==> config.mk <==
export PLATFORM = sky130hd
export DESIGN_NAME = striping_nlane
export DESIGN_NICKNAME = d
export VERILOG_FILES = /design/src/rtl/striping_pkg.sv /design/src/rtl/striping_lane_reg.sv /design/src/rtl/striping_nlane.sv
export SDC_FILE = /design/constraint.sdc
export NUM_CORES = 1
export LEC_CHECK = 0
export BUFFER_PORTS_ARGS = -buffer_cell sky130_fd_sc_hd__buf_2
export CORE_ASPECT_RATIO = 0.9
export CORE_MARGIN = 2
export CORE_UTILIZATION = 45
export CTS_CLUSTER_DIAMETER = 80
export DETAILED_ROUTE_END_ITERATION = 8
export PLACE_DENSITY = 0.73
export SYNTH_ARGS = -nofsm -noshare
export SYNTH_HDL_FRONTEND = slang
export SYNTH_SLANG_ARGS = --single-unit
==> constraint.sdc <==
create_clock -name clk_2f -period 2.64 [get_ports clk_2f]
set_input_delay 0.132 -clock clk_2f [delete_from_list [all_inputs] [get_ports clk_2f]]
set_output_delay 0.132 -clock clk_2f [all_outputs]
set_load 0.02 [all_outputs]
==> src/rtl/striping_pkg.sv <==
// Shared constants and helpers for the N-lane striping block.
// Optional lane parity is enabled by defining STRIPING_PARITY_EN.
package striping_pkg;

    localparam int DEF_DATA_W  = 32;
    localparam int DEF_LANES   = 4;

    localparam int GATHER_WORD = 0;
    localparam int GATHER_BANK = 1;

    // Pointer width for n lanes; never narrower than one bit.
    function automatic int clog2(input int n);
        int w;
        w = 1;
        for (int i = 1; i < 31; i++) begin
            if ((1 << i) < n) w = i + 1;
        end
        return w;
    endfunction

endpackage

==> src/rtl/striping_lane_reg.sv <==
// One output lane: DATA_W register with load enable.
// With STRIPING_PARITY_EN defined, an even-parity bit is registered alongside.
module striping_lane_reg #(
    parameter int DATA_W = 32
) (
    input  logic              clk,
    input  logic              reset,
    input  logic              load,
    input  logic [DATA_W-1:0] d,
    output logic [DATA_W-1:0] q
`ifdef STRIPING_PARITY_EN
    ,
    output logic              par
`endif
);

    always_ff @(posedge clk) begin
        if (reset) begin
            q <= '0;
        end else if (load) begin
            q <= d;
        end
    end

`ifdef STRIPING_PARITY_EN
    always_ff @(posedge clk) begin
        if (reset) begin
            par <= 1'b0;
        end else if (load) begin
            par <= ^d;
        end
    end
`endif

endmodule

==> src/rtl/striping_nlane.sv <==
// Stripes an input word stream across LANES output lanes, per word or per gathered bank.
// Optional per-lane parity output lane_par is enabled by defining STRIPING_PARITY_EN.
module striping_nlane
    import striping_pkg::*;
#(
    parameter int DATA_W = DEF_DATA_W,
    parameter int LANES  = DEF_LANES,
    parameter int GATHER = GATHER_BANK
) (
    input  logic                            clk_2f,
    input  logic                            reset,
    input  logic                            valid_in,
    input  logic [DATA_W-1:0]               data_in,
    input  logic                            flush,
    output logic [LANES*DATA_W-1:0]         lane_data,
    output logic [LANES-1:0]                lane_valid,
    output logic                            bank_valid,
    output logic [striping_pkg::clog2(LANES)-1:0] lane_ptr
`ifdef STRIPING_PARITY_EN
    ,
    output logic [LANES-1:0]                lane_par
`endif
);

    localparam int PTR_W = clog2(LANES);
    localparam logic [PTR_W-1:0] PTR_LAST = PTR_W'(LANES - 1);

    logic [PTR_W-1:0]        ptr_q;
    logic [PTR_W-1:0]        ptr_d;
    logic [LANES-1:0]        load;
    logic [LANES-1:0]        valid_d;
    logic                    bank_d;
    logic                    publish;
    logic [LANES*DATA_W-1:0] load_data;
    logic [DATA_W-1:0]       stage_q [LANES];

    always_comb begin
        ptr_d     = ptr_q;
        load      = '0;
        valid_d   = '0;
        bank_d    = 1'b0;
        publish   = 1'b0;
        load_data = '0;

        // A word arriving in the publishing cycle bypasses staging into its lane.
        for (int k = 0; k < LANES; k++) begin
            if (GATHER == GATHER_WORD || (valid_in && ptr_q == PTR_W'(k))) begin
                load_data[k*DATA_W +: DATA_W] = data_in;
            end else begin
                load_data[k*DATA_W +: DATA_W] = stage_q[k];
            end
        end

        if (GATHER == GATHER_WORD) begin
            if (valid_in) begin
                ptr_d          = ptr_q + PTR_W'(1);
                load[ptr_q]    = 1'b1;
                valid_d[ptr_q] = 1'b1;
            end
        end else begin
            publish = (valid_in && ptr_q == PTR_LAST) ||
                      (flush && (ptr_q != '0 || valid_in));
            if (valid_in) begin
                ptr_d = ptr_q + PTR_W'(1);
            end
            if (publish) begin
                ptr_d  = '0;
                bank_d = 1'b1;
                for (int k = 0; k < LANES; k++) begin
                    if (PTR_W'(k) < ptr_q || (valid_in && PTR_W'(k) == ptr_q)) begin
                        load[k]    = 1'b1;
                        valid_d[k] = 1'b1;
                    end
                end
            end
        end
    end

    always_ff @(posedge clk_2f) begin
        if (reset) begin
            ptr_q      <= '0;
            lane_valid <= '0;
            bank_valid <= 1'b0;
        end else begin
            ptr_q      <= ptr_d;
            lane_valid <= valid_d;
            bank_valid <= bank_d;
        end
    end

    always_ff @(posedge clk_2f) begin
        if (reset) begin
            for (int k = 0; k < LANES; k++) begin
                stage_q[k] <= '0;
            end
        end else if (GATHER == GATHER_BANK && valid_in) begin
            stage_q[ptr_q] <= data_in;
        end
    end

    assign lane_ptr = ptr_q;

    for (genvar k = 0; k < LANES; k++) begin : g_lane
        striping_lane_reg #(
            .DATA_W(DATA_W)
        ) u_lane_reg (
            .clk   (clk_2f),
            .reset (reset),
            .load  (load[k]),
            .d     (load_data[k*DATA_W +: DATA_W]),
            .q     (lane_data[k*DATA_W +: DATA_W])
`ifdef STRIPING_PARITY_EN
            ,
            .par   (lane_par[k])
`endif
        );
    end

endmodule

==> metrics.cfg <==
[status]
outcome=finished, final reports clean

[global_route]
grt_pass1_wl_mm=44.6
grtUsageTotal_pct=22.6
antenna_found_initial=2
grt_pass1_vias=7689
grt_max_degree=66
grt-ovfl-total=0

[clock_network]
cts.sinks=263
post_cts_resized=0
cts-buffers-inserted=27
path_clk_slew_ns=0.06
htreeDepth=1
cts_tree=built
cts_root_buffer=clkbuf_16
cts_buffer_depth=3
worst_skew_pair.late_latency_ns=0.53

[pwr]
cellPowerDensity_mw_per_mm2=704
peakVddDrop_v=0.000482
leakagePower_nw=5.37

[cells_and_area]
syn_to_final_growth_pct=20.8
utilization_pct=55.7
nets=1144
postLayoutCellArea_mm2=0.0131
layout-drive-gt1-share_pct=24.0

[synthesis]
synth_area_leaders=edfxtp_1 35%, dfxtp_1 25%, mux2i_1 6.1%
synth_top_area_share_pct=35.4
syn-instance-count=932
yosys-top-cells-count=135 x dfxtp_1, 129 x nand2_1, 128 x edfxtp_1
syn_nets=972
synthXorXnorAreaFrac_pct=0.0807
ys_async_sr_fraction_pct=0
yosys.area_share.simple_pct=14.0
synth_enable_flop_cells=128
yosysWarnings=0
synth_compound_area_share_pct=13.3
synth_cell_types=42
yosysSeqAreaShare_pct=60.3
yosysMostFrequentCell=dfxtp_1
syn_avg_cell_area_um2=11.6
synth_area_mm2=0.0108
yosys.area.top_type=edfxtp_1
synth.area.mux_share_pct=6.09
ys.flop_type=dfxtp_1
ys_ff_latch=263
synth_top_family_by_area=simple AND/OR/NAND/NOR gates
synth_fa_ha_area_share_pct=0.461

[routing]
vias=7957
drcViolationCount=0
postRouteWirelength_mm=29.0
vias_per_cell=5.58
firstDrtPassIters=5
wire_per_inst_um=20.3
drtAntennaViolNets=0
first_iter_violations=574

[critical_path]
max_stage_delay_ns=0.62
regToRegStartpoint=lane_ptr[0]
crit_path_start=lane_ptr[0]
worstSetupStartpointType=flop
worst_ep_arrival_time_ns=2.73
crit_type=reg2reg
path_buf_inv=3
crit_chain=inv_1 -> ha_1 -> nor2b_1 -> buf_4 -> nor3_4 -> buf_4 -> o2bb2ai_1
cp-end-kind=flop
crit_family=simple AND/OR/NAND/NOR gates
critPathMaxFanout=17
cp_data_required_time_ns=3.09
timing.critical_path.mode_cell=buf_4
slowest_stage=nor3_4
rrSetupSlack_ns=0.36

[timing]
slew_viol_final=0
worst_pin_slew_ns=1.11
worst_slack_ns=0.357
tns_ns=0
hold_violations=0
period_minus_slack_ns=2.28
layout_worst_path_cycle_share_pct=86.5
worst_clock_skew_ns=0.00590
fmax_mhz=438
max_slew_margin_pct=25.9
setup_violations=0
rsz0062_at_grt=false

[die]
dieArea_mm2=0.0254
die_h_um=151
ios=171
start_util_pct=46.1
rows=53
core_region_area_mm2=0.0235
die_x_um=168

[place]
dp_slack_ns=0.356
gp_congestion=0.798
post-dp-hpwl_mm=18.2
port_buffers=170
dpl-instance-area_mm2=0.0119

[flow_run]
cap_violations=0

[worst_hold_path]
min_from=valid_in
hp-class=in2reg

## logic make-up after synthesis
group | after synthesis
simple gates | 307
flops | 263
compound gates | 169
buf+inv | 122
mux | 66
fa+ha+maj | 4
xor+xnor | 1
## tightest hold or removal path, cell delays in order
cell,delay (ns)
buf_2,0.21
xnor2_1,0.19
nor4_1,0.04
## metrics by stage
stage,instances,hold WS [ns],power [mW]
floorplan,932,0.302,5.15
global placement,1345,0.432,5.45
detailed placement,1345,0.436,5.48
CTS,1426,0.0704,9.28
global route,1426,0.100,9.53
finish,1427,0.101,9.22
## power by group
group	internal [mW]	total, mW	switching, mW
Clock	2.23	3.80	1.57
Combinational	0.289	0.854	0.566
Sequential	4.48	4.57	0.0889
Total	7.00	9.22	2.22
## sequential cells by signal, summed over array words and instances, names as in the netlist
name	cells
g_lane.u_lane_reg.q	128
lane_valid	4
lane_ptr	2
stage_q	128
bank_valid	1
## per-layer routing
metal	vias to the layer above	track usage (%)	wire, µm
met5	-	0	12
met4	2	5.30	558
met2	319	35.3	13100
met1	3890	32.6	13100
li1	3709	-	-
met3	37	4.68	2300
## area by class of cell
| class | instances | area (µm²) |
|---|---|---|
| Antenna cell | 1 | 2.50 |
| Clock buffer | 34 | 722 |
| Clock inverter | 15 | 154 |
| Fill cell | 1956 | 10400 |
| Inverter | 38 | 143 |
| Multi-Input combinational cell | 547 | 3720 |
| Sequential cell | 263 | 6550 |
| Tap cell | 302 | 378 |
| Timing Repair Buffer | 227 | 1440 |
## final timing paths
path	to	depth (start not counted)
worst max-delay path	g_lane[0].u_lane_reg.q[5]	7
worst min register to register	g_lane[1].u_lane_reg.q[7]	2
worst max register to register	g_lane[0].u_lane_reg.q[5]	7
worst min-delay path	lane_ptr[0]	3
## cells in the final DEF (no fill, tap or decap), types with 3 or more instances in the layout
cell / synthesis / routed
nand2_1: 129 / 127
buf_4: 10 / 20
a311oi_1: 32 / 32
nor2_1: 33 / 33
edfxtp_1: 128 / 128
dfxtp_1: 135 / 135
inv_1: 36 / 36
a211oi_1: 15 / 15
ha_1: 4 / 4
o2bb2ai_1: 32 / 32
and2_1: 98 / 97
nand3_1: 33 / 32
clkinv_2: 0 / 5
buf_12: 1 / 6
clkbuf_16: 0 / 27
clkbuf_1: 38 / 5
dlygate4sd3_1: 0 / 32
bufinv_16: 0 / 3
buf_2: 23 / 169
a31oi_1: 33 / 33
a211oi_2: 17 / 17
clkinv_1: 0 / 4
mux2i_1: 66 / 66
a32oi_1: 31 / 31
## what timing repair did
item | 4_1_cts | 5_1_grt
hold buffers | 32 | 0
endpoints found under the hold margin | 51 | 0
setup buffers | 0 | 0
Note: power is estimated with default switching activity, not from simulation.
